## src/rtl/keccak_squeeze_unit_pkg.sv

```systemverilog
// Shared constants and types for the Keccak squeeze (XOF output) path.
package keccak_squeeze_unit_pkg;

  localparam int unsigned STATE_WIDTH     = 1600;
  localparam int unsigned RATE            = 1344;
  localparam int unsigned LANE_WIDTH      = 64;
  localparam int unsigned OUT_WIDTH       = 32;
  localparam int unsigned LEN_WIDTH       = 16;
  localparam int unsigned WORDS_PER_BLOCK = RATE / OUT_WIDTH;
  localparam int unsigned CNT_LENGTH_WORD = $clog2(WORDS_PER_BLOCK);

  typedef enum logic [1:0] {
    S_IDLE,
    S_REQ,
    S_SQUEEZE,
    S_FIN
  } squeeze_state_t;

endpackage

```

## src/rtl/keccak_squeeze_unit_if.sv

```systemverilog
// Control, permutation-handshake and output-stream signals of the squeeze unit.
// The slave modport is the squeeze unit itself; master is whoever drives it.
interface keccak_squeeze_unit_if
  import keccak_squeeze_unit_pkg::*;
#(
  parameter int unsigned StateWidth = STATE_WIDTH,
  parameter int unsigned OutWidth   = OUT_WIDTH,
  parameter int unsigned LenWidth   = LEN_WIDTH
) ();

  logic                  start;
  logic [LenWidth-1:0]   num_words;
  logic                  perm_req;
  logic                  perm_done;
  logic [StateWidth-1:0] state_in;
  logic [OutWidth-1:0]   dout;
  logic                  dout_valid;
  logic                  dout_ready;
  logic                  busy;
  logic                  done;

  modport slave (
    input  start,
    input  num_words,
    input  perm_done,
    input  state_in,
    input  dout_ready,
    output perm_req,
    output dout,
    output dout_valid,
    output busy,
    output done
  );

  modport master (
    output start,
    output num_words,
    output perm_done,
    output state_in,
    output dout_ready,
    input  perm_req,
    input  dout,
    input  dout_valid,
    input  busy,
    input  done
  );

endinterface

```

## src/rtl/keccak_squeeze_unit.sv

```systemverilog
// Squeeze-side output stage: requests permutations, captures the rate part of each
// permuted state and streams it out LSB-first as OutWidth-bit words until the
// requested word count has been delivered.
module keccak_squeeze_unit
  import keccak_squeeze_unit_pkg::*;
#(
  parameter int unsigned StateWidth = STATE_WIDTH,
  parameter int unsigned Rate       = RATE,
  parameter int unsigned OutWidth   = OUT_WIDTH,
  parameter int unsigned LenWidth   = LEN_WIDTH
) (
  input logic                  clk,
  input logic                  resetn,
  keccak_squeeze_unit_if.slave bus
);

  localparam int unsigned WordsPerBlock = Rate / OutWidth;
  localparam int unsigned WidxWidth     = (WordsPerBlock > 1) ? $clog2(WordsPerBlock) : 1;

  localparam logic [WidxWidth-1:0] LastWidx = WidxWidth'(WordsPerBlock - 1);
  localparam logic [WidxWidth-1:0] WidxOne  = WidxWidth'(1);
  localparam logic [LenWidth-1:0]  RemOne   = LenWidth'(1);

  if ((Rate % OutWidth) != 0 || (LANE_WIDTH % OutWidth) != 0) begin : gen_bad_width
    $error("keccak_squeeze_unit: OutWidth must divide both Rate and the lane width");
  end

  squeeze_state_t       state_q, state_d;
  logic [Rate-1:0]      rate_buf_q, rate_buf_d;
  logic [WidxWidth-1:0] widx_q, widx_d;
  logic [LenWidth-1:0]  rem_q, rem_d;
  logic                 xfer;

  // The capacity lanes are deliberately never captured.
  logic unused_capacity;
  assign unused_capacity = ^bus.state_in[StateWidth-1:Rate];

  assign xfer = (state_q == S_SQUEEZE) && bus.dout_ready;

  // Next-state, buffer shift and word/remaining counters.
  always_comb begin
    state_d    = state_q;
    rate_buf_d = rate_buf_q;
    widx_d     = widx_q;
    rem_d      = rem_q;
    unique case (state_q)
      S_IDLE: begin
        if (bus.start) begin
          rem_d   = bus.num_words;
          state_d = (bus.num_words == '0) ? S_FIN : S_REQ;
        end
      end
      S_REQ: begin
        if (bus.perm_done) begin
          rate_buf_d = bus.state_in[Rate-1:0];
          widx_d     = '0;
          state_d    = S_SQUEEZE;
        end
      end
      S_SQUEEZE: begin
        if (xfer) begin
          rate_buf_d = rate_buf_q >> OutWidth;
          widx_d     = widx_q + WidxOne;
          rem_d      = rem_q - RemOne;
          // Job end wins over block end, so an exact multiple never re-requests.
          if (rem_q == RemOne) begin
            state_d = S_FIN;
          end else if (widx_q == LastWidx) begin
            state_d = S_REQ;
          end
        end
      end
      S_FIN: begin
        state_d = S_IDLE;
      end
      default: begin
        state_d = S_IDLE;
      end
    endcase
  end

  // State, buffer and counter registers; reset aborts any job in flight.
  always_ff @(posedge clk or negedge resetn) begin
    if (!resetn) begin
      state_q    <= S_IDLE;
      rate_buf_q <= '0;
      widx_q     <= '0;
      rem_q      <= '0;
    end else begin
      state_q    <= state_d;
      rate_buf_q <= rate_buf_d;
      widx_q     <= widx_d;
      rem_q      <= rem_d;
    end
  end

  // All outputs are decoded straight from registers, so they are glitch-free and
  // the word on dout cannot change until the buffer shifts on a transfer.
  assign bus.perm_req   = (state_q == S_REQ);
  assign bus.dout_valid = (state_q == S_SQUEEZE);
  assign bus.dout       = rate_buf_q[OutWidth-1:0];
  assign bus.busy       = (state_q != S_IDLE);
  assign bus.done       = (state_q == S_FIN);

endmodule

```

## src/flat_wrapper.sv

```systemverilog
// flat-port wrapper written by rule: the top's interface ports become plain ports
module keccak_squeeze_unit_flat import keccak_squeeze_unit_pkg::*;
#(
  parameter int unsigned StateWidth = STATE_WIDTH,
  parameter int unsigned Rate       = RATE,
  parameter int unsigned OutWidth   = OUT_WIDTH,
  parameter int unsigned LenWidth   = LEN_WIDTH
)
  (clk, resetn, bus_start, bus_num_words, bus_perm_done, bus_state_in, bus_dout_ready, bus_perm_req, bus_dout, bus_dout_valid, bus_busy, bus_done);
  keccak_squeeze_unit_if #(.StateWidth(StateWidth), .OutWidth(OutWidth), .LenWidth(LenWidth)) bus_i ();
  input logic clk;
  input logic resetn;
  input wire logic [$bits(bus_i.start)-1:0] bus_start;
  input wire logic [$bits(bus_i.num_words)-1:0] bus_num_words;
  input wire logic [$bits(bus_i.perm_done)-1:0] bus_perm_done;
  input wire logic [$bits(bus_i.state_in)-1:0] bus_state_in;
  input wire logic [$bits(bus_i.dout_ready)-1:0] bus_dout_ready;
  output wire logic [$bits(bus_i.perm_req)-1:0] bus_perm_req;
  output wire logic [$bits(bus_i.dout)-1:0] bus_dout;
  output wire logic [$bits(bus_i.dout_valid)-1:0] bus_dout_valid;
  output wire logic [$bits(bus_i.busy)-1:0] bus_busy;
  output wire logic [$bits(bus_i.done)-1:0] bus_done;
  assign bus_i.start = bus_start;
  assign bus_i.num_words = bus_num_words;
  assign bus_i.perm_done = bus_perm_done;
  assign bus_i.state_in = bus_state_in;
  assign bus_i.dout_ready = bus_dout_ready;
  assign bus_perm_req = bus_i.perm_req;
  assign bus_dout = bus_i.dout;
  assign bus_dout_valid = bus_i.dout_valid;
  assign bus_busy = bus_i.busy;
  assign bus_done = bus_i.done;
  keccak_squeeze_unit #(.StateWidth(StateWidth), .Rate(Rate), .OutWidth(OutWidth), .LenWidth(LenWidth)) u_core (.clk(clk), .resetn(resetn), .bus(bus_i));
endmodule
```

## config.mk

```make
export PLATFORM = sky130hd
export DESIGN_NAME = keccak_squeeze_unit_flat
export DESIGN_NICKNAME = d
export VERILOG_FILES = /design/src/rtl/keccak_squeeze_unit_pkg.sv /design/src/rtl/keccak_squeeze_unit_if.sv /design/src/rtl/keccak_squeeze_unit.sv /design/src/flat_wrapper.sv
export SDC_FILE = /design/constraint.sdc
export NUM_CORES = 2
export LEC_CHECK = 0
export CELL_PAD_IN_SITES_DETAIL_PLACEMENT = 2
export CELL_PAD_IN_SITES_GLOBAL_PLACEMENT = 2
export CORE_AREA = 2 2 639 641
export CTS_BUF_LIST = sky130_fd_sc_hd__clkbuf_8 sky130_fd_sc_hd__clkbuf_16
export DETAILED_ROUTE_END_ITERATION = 16
export DIE_AREA = 0 0 641 643
export DONT_BUFFER_PORTS = 1
export PLACE_DENSITY_LB_ADDON = 0.1
export SETUP_SLACK_MARGIN = 0.1
export SYNTH_ARGS = -nofsm -noshare
export SYNTH_HDL_FRONTEND = slang
export SYNTH_SLANG_ARGS = --single-unit
```

## constraint.sdc

```tcl
create_clock -name clk -period 2.5 [get_ports clk]
set_clock_uncertainty 0.1 [all_clocks]
set_input_delay 0.375 -clock clk [delete_from_list [all_inputs] [get_ports clk]]
set_output_delay 0.375 -clock clk [all_outputs]
set_load 0.02 [all_outputs]
```

==> results by group <==
STA
  • Final period utilization: 94.95%
  • Final hold vios: 501
  • Final min period: 2374 ps
  • Setup slack after layout: 126.3 ps
  • RSZ-0062 raised after global routing: true
  • Worst-margin pin slew: 1276 ps
  • Max Slew Vio Count: 0
  • Fin Hold WS: -911.9 ps
  • Max frequency: 421.3 MHz
  • Final setup vio count: 0
  • Worst relative slew slack: 14.95%

Worst setup path
  • Critical path required time: 2030 ps
  • Crit path DAT: 1900 ps
  • Crit Path Category: flip-flop to primary output
  • Worst Setup Start Kind: flip-flop
  • Crit end category: primary output
  • Largest fanout on the critical path: 3

Floorplan
  • Boundary Pins: 1657
  • Core Rows: 234
  • Core Footprint: 405200 sq um
  • Initial Utilization: 15.20%
  • Die area: 412200 sq um
  • Die H: 643 um
  • Die Span X: 641 um

Global routing
  • Overflow after GRT: 0
  • Largest net degree at the start of global routing: 197
  • Initial antenna violation count: 254
  • Total GRT Usage: 17.67%
  • Vias in the first global route: 68470
  • First-pass GRT wire length: 526600 um

CTS
  • Clk buf depth: 4
  • Root Buffer: clkbuf_16
  • Clock H-tree levels: 4
  • Clock sinks: 1368
  • CTS tree: built
  • Worst-path clk slew: 60 ps
  • TritonCTS Buffers: 200
  • Clk Latency, worst-skew pair: 900 ps
  • Hold_buf cts: 1645

Logic synthesis
  • Synth top area share: 55.56%
  • Cells after Synth: 7434
  • Top cell type by total area after synthesis: dfrtp_1
  • Post-synth EDFFs: 0
  • Most common cell in the synthesized netlist: nand2_1
  • Async SR Flop Fraction: 100.0%
  • Syn avg cell area: 8.288 sq um
  • YS warnings: 0
  • Yosys cell types: 52
  • Mapped Area: 61610 sq um
  • Net count after synthesis: 9059
  • Primary FF master, synth: dfrtp_1
  • Register area share after synthesis: 55.56%
  • Register bit total from synthesis: 1368
  • Top cells by area, synth: dfrtp_1, nand2_1, a31oi_1
  • Commonest cells post-synth: nand2_1, dfrtp_1, nor2_1

Outcome
  • Status: finished, violations left
  • Failing checks: negative hold slack

Hold path
  • HP Class: input pin to async pin

Place
  • DP Wirelength: 279000 um
  • Placer Congestion: 0.7957
  • Placed Cells: 12480
  • Port buffer count: 0
  • Post-Place Cell Area: 68560 sq um
  • Place WS: -2265 ps

Final layout
  • Layout Nets: 10550
  • Fraction of layout cells with a size suffix above 1: 7.054%
  • Post-route standard cell area excluding fillers: 92580 sq um
  • Layout Area Growth over Synthesis: 50.27%
  • Non-filler cells, final: 14620

Job
  • Max-cap check violation count: 0

Detailed routing
  • Initial drt markers: 2958
  • Final WL: 377800 um
  • Routed WL per cell: 25.83 um
  • Via count: 61150
  • Initial DRT Pass Iterations: 5
  • DRC: 0
  • Post-route ant nets: 0
  • Vias per cell: 4.182

Pwr
  • Maximum VDD drop: 0.5829 mV
  • Power Total: 117.2 mW
  • Lkg Pwr: 37.87 nW
  • Power density over the cells: 1266 nW/um^2
[area by class of cell]
cell class | instances | area [sq um]
Antenna cell | 122 | 305.3
Clock buffer | 260 | 5864
Clock inverter | 93 | 664.4
Fill cell | 46030 | 312600
Inverter | 8 | 53.80
Multi-Input combinational cell | 5426 | 24380
Sequential cell | 1368 | 34230
Tap cell | 5428 | 6792
Timing Repair Buffer | 1918 | 20290
[worst paths after layout]
check                      cells after the start               startpoint                      end  slack [ps]
setup reg to reg                               9        u_core.state_q[0]   u_core.rate_buf_q[584]         160
setup / recovery                               5        u_core.state_q[0]           bus_dout_valid         130
hold / removal                                 0                   resetn   u_core.rate_buf_q[436]        -910
max in group asynchronous                      4                   resetn  u_core.rate_buf_q[1317]         230
hold reg to reg                                1  u_core.rate_buf_q[1324]  u_core.rate_buf_q[1324]         410
min in group clk                               3        bus_state_in[574]   u_core.rate_buf_q[574]         100
[power by group]
part	leakage, nW	total, mW	switching [mW]	internal [mW]
clock	3.42	29.0	12.1	16.9
sequential	15.2	42.3	8.83	33.4
combinational	19.2	46.0	28.9	17.1
total	37.9	117	49.8	67.4
[metrics by stage]
stage / TNS, ps / utilization, %
global route: -13.97 / 22.83
detailed placement: -691240 / 16.92
floorplan: 0 / -
CTS: -12.62 / 22.68
finish: 0 / 22.85
global placement: -678740 / 16.92
[per-layer routing]
metal / routed length, um / share of wire [%] / global-route usage [%]
met1: 157100 / 42 / 21.17
met2: 193700 / 51 / 32.23
met3: 15450 / 4.1 / 3.076
met4: 10930 / 2.9 / 4.589
met5: 573 / 0.15 / 0
[kinds of logic after synthesis]
logic type,count (synthesis),synth area share [%]
AND/OR/NAND/NOR,4020,24.82
flip-flops,1368,55.56
buffers and inverters,640,5.103
AO/OA/AOI/OAI,1395,14.33
adder cells (fa/ha/maj),4,0.08123
multiplexers,3,0.05077
XOR/XNOR,4,0.05687
[critical path, stage by stage, from the launching register on]
cell      delay [ps]
dfrtp_1          410
buf_6            130
nand2b_4         180
inv_16            80
buf_16           100
buf_8            100
[registers in the layout (all words and copies together), names as in the netlist]
signal / cells
u_core.state_q: 2
u_core.rem_q: 16
u_core.rate_buf_q: 1344
u_core.widx_q: 6
[repair_timing]
item,CTS,global route
pin swaps,1,2
gates cloned,5,6
endpoints found under the hold margin,1869,501
setup endpoints to repair,365,234
setup buffers,11,4
gates resized for setup,22,57
[cell usage in the layout (no fill, tap or decap), types with 3 or more instances in the layout]
cell type / Yosys / routed
and4_1: 3 / 3
bufbuf_16: 0 / 4
dfrtp_1: 1368 / 1367
clkinv_2: 0 / 27
nor4_2: 3 / 3
inv_1: 7 / 50
nor3b_1: 4 / 4
clkbuf_16: 0 / 209
buf_6: 0 / 13
o21ai_0: 9 / 9
nand2_1: 2639 / 2602
o21ai_1: 3 / 3
clkbuf_8: 0 / 57
diode_2: 0 / 122
o22ai_1: 9 / 9
ha_1: 4 / 4
nor2_1: 1331 / 1328
nand3_1: 4 / 4
a22o_1: 33 / 33
buf_12: 0 / 91
nor4_1: 8 / 8
bufinv_16: 0 / 5
nand2_2: 0 / 34
buf_8: 0 / 3
clkinv_4: 0 / 4
o211ai_1: 3 / 3
o32ai_1: 4 / 4
nand4_1: 3 / 3
clkinvlp_4: 0 / 5
a21oi_1: 9 / 9
dlygate4sd3_1: 0 / 1645
buf_4: 58 / 138
inv_6: 0 / 3
a31oi_1: 1313 / 1313
buf_16: 0 / 18
nor3_1: 8 / 8
inv_16: 0 / 5
(Power assumes the default switching activity.)
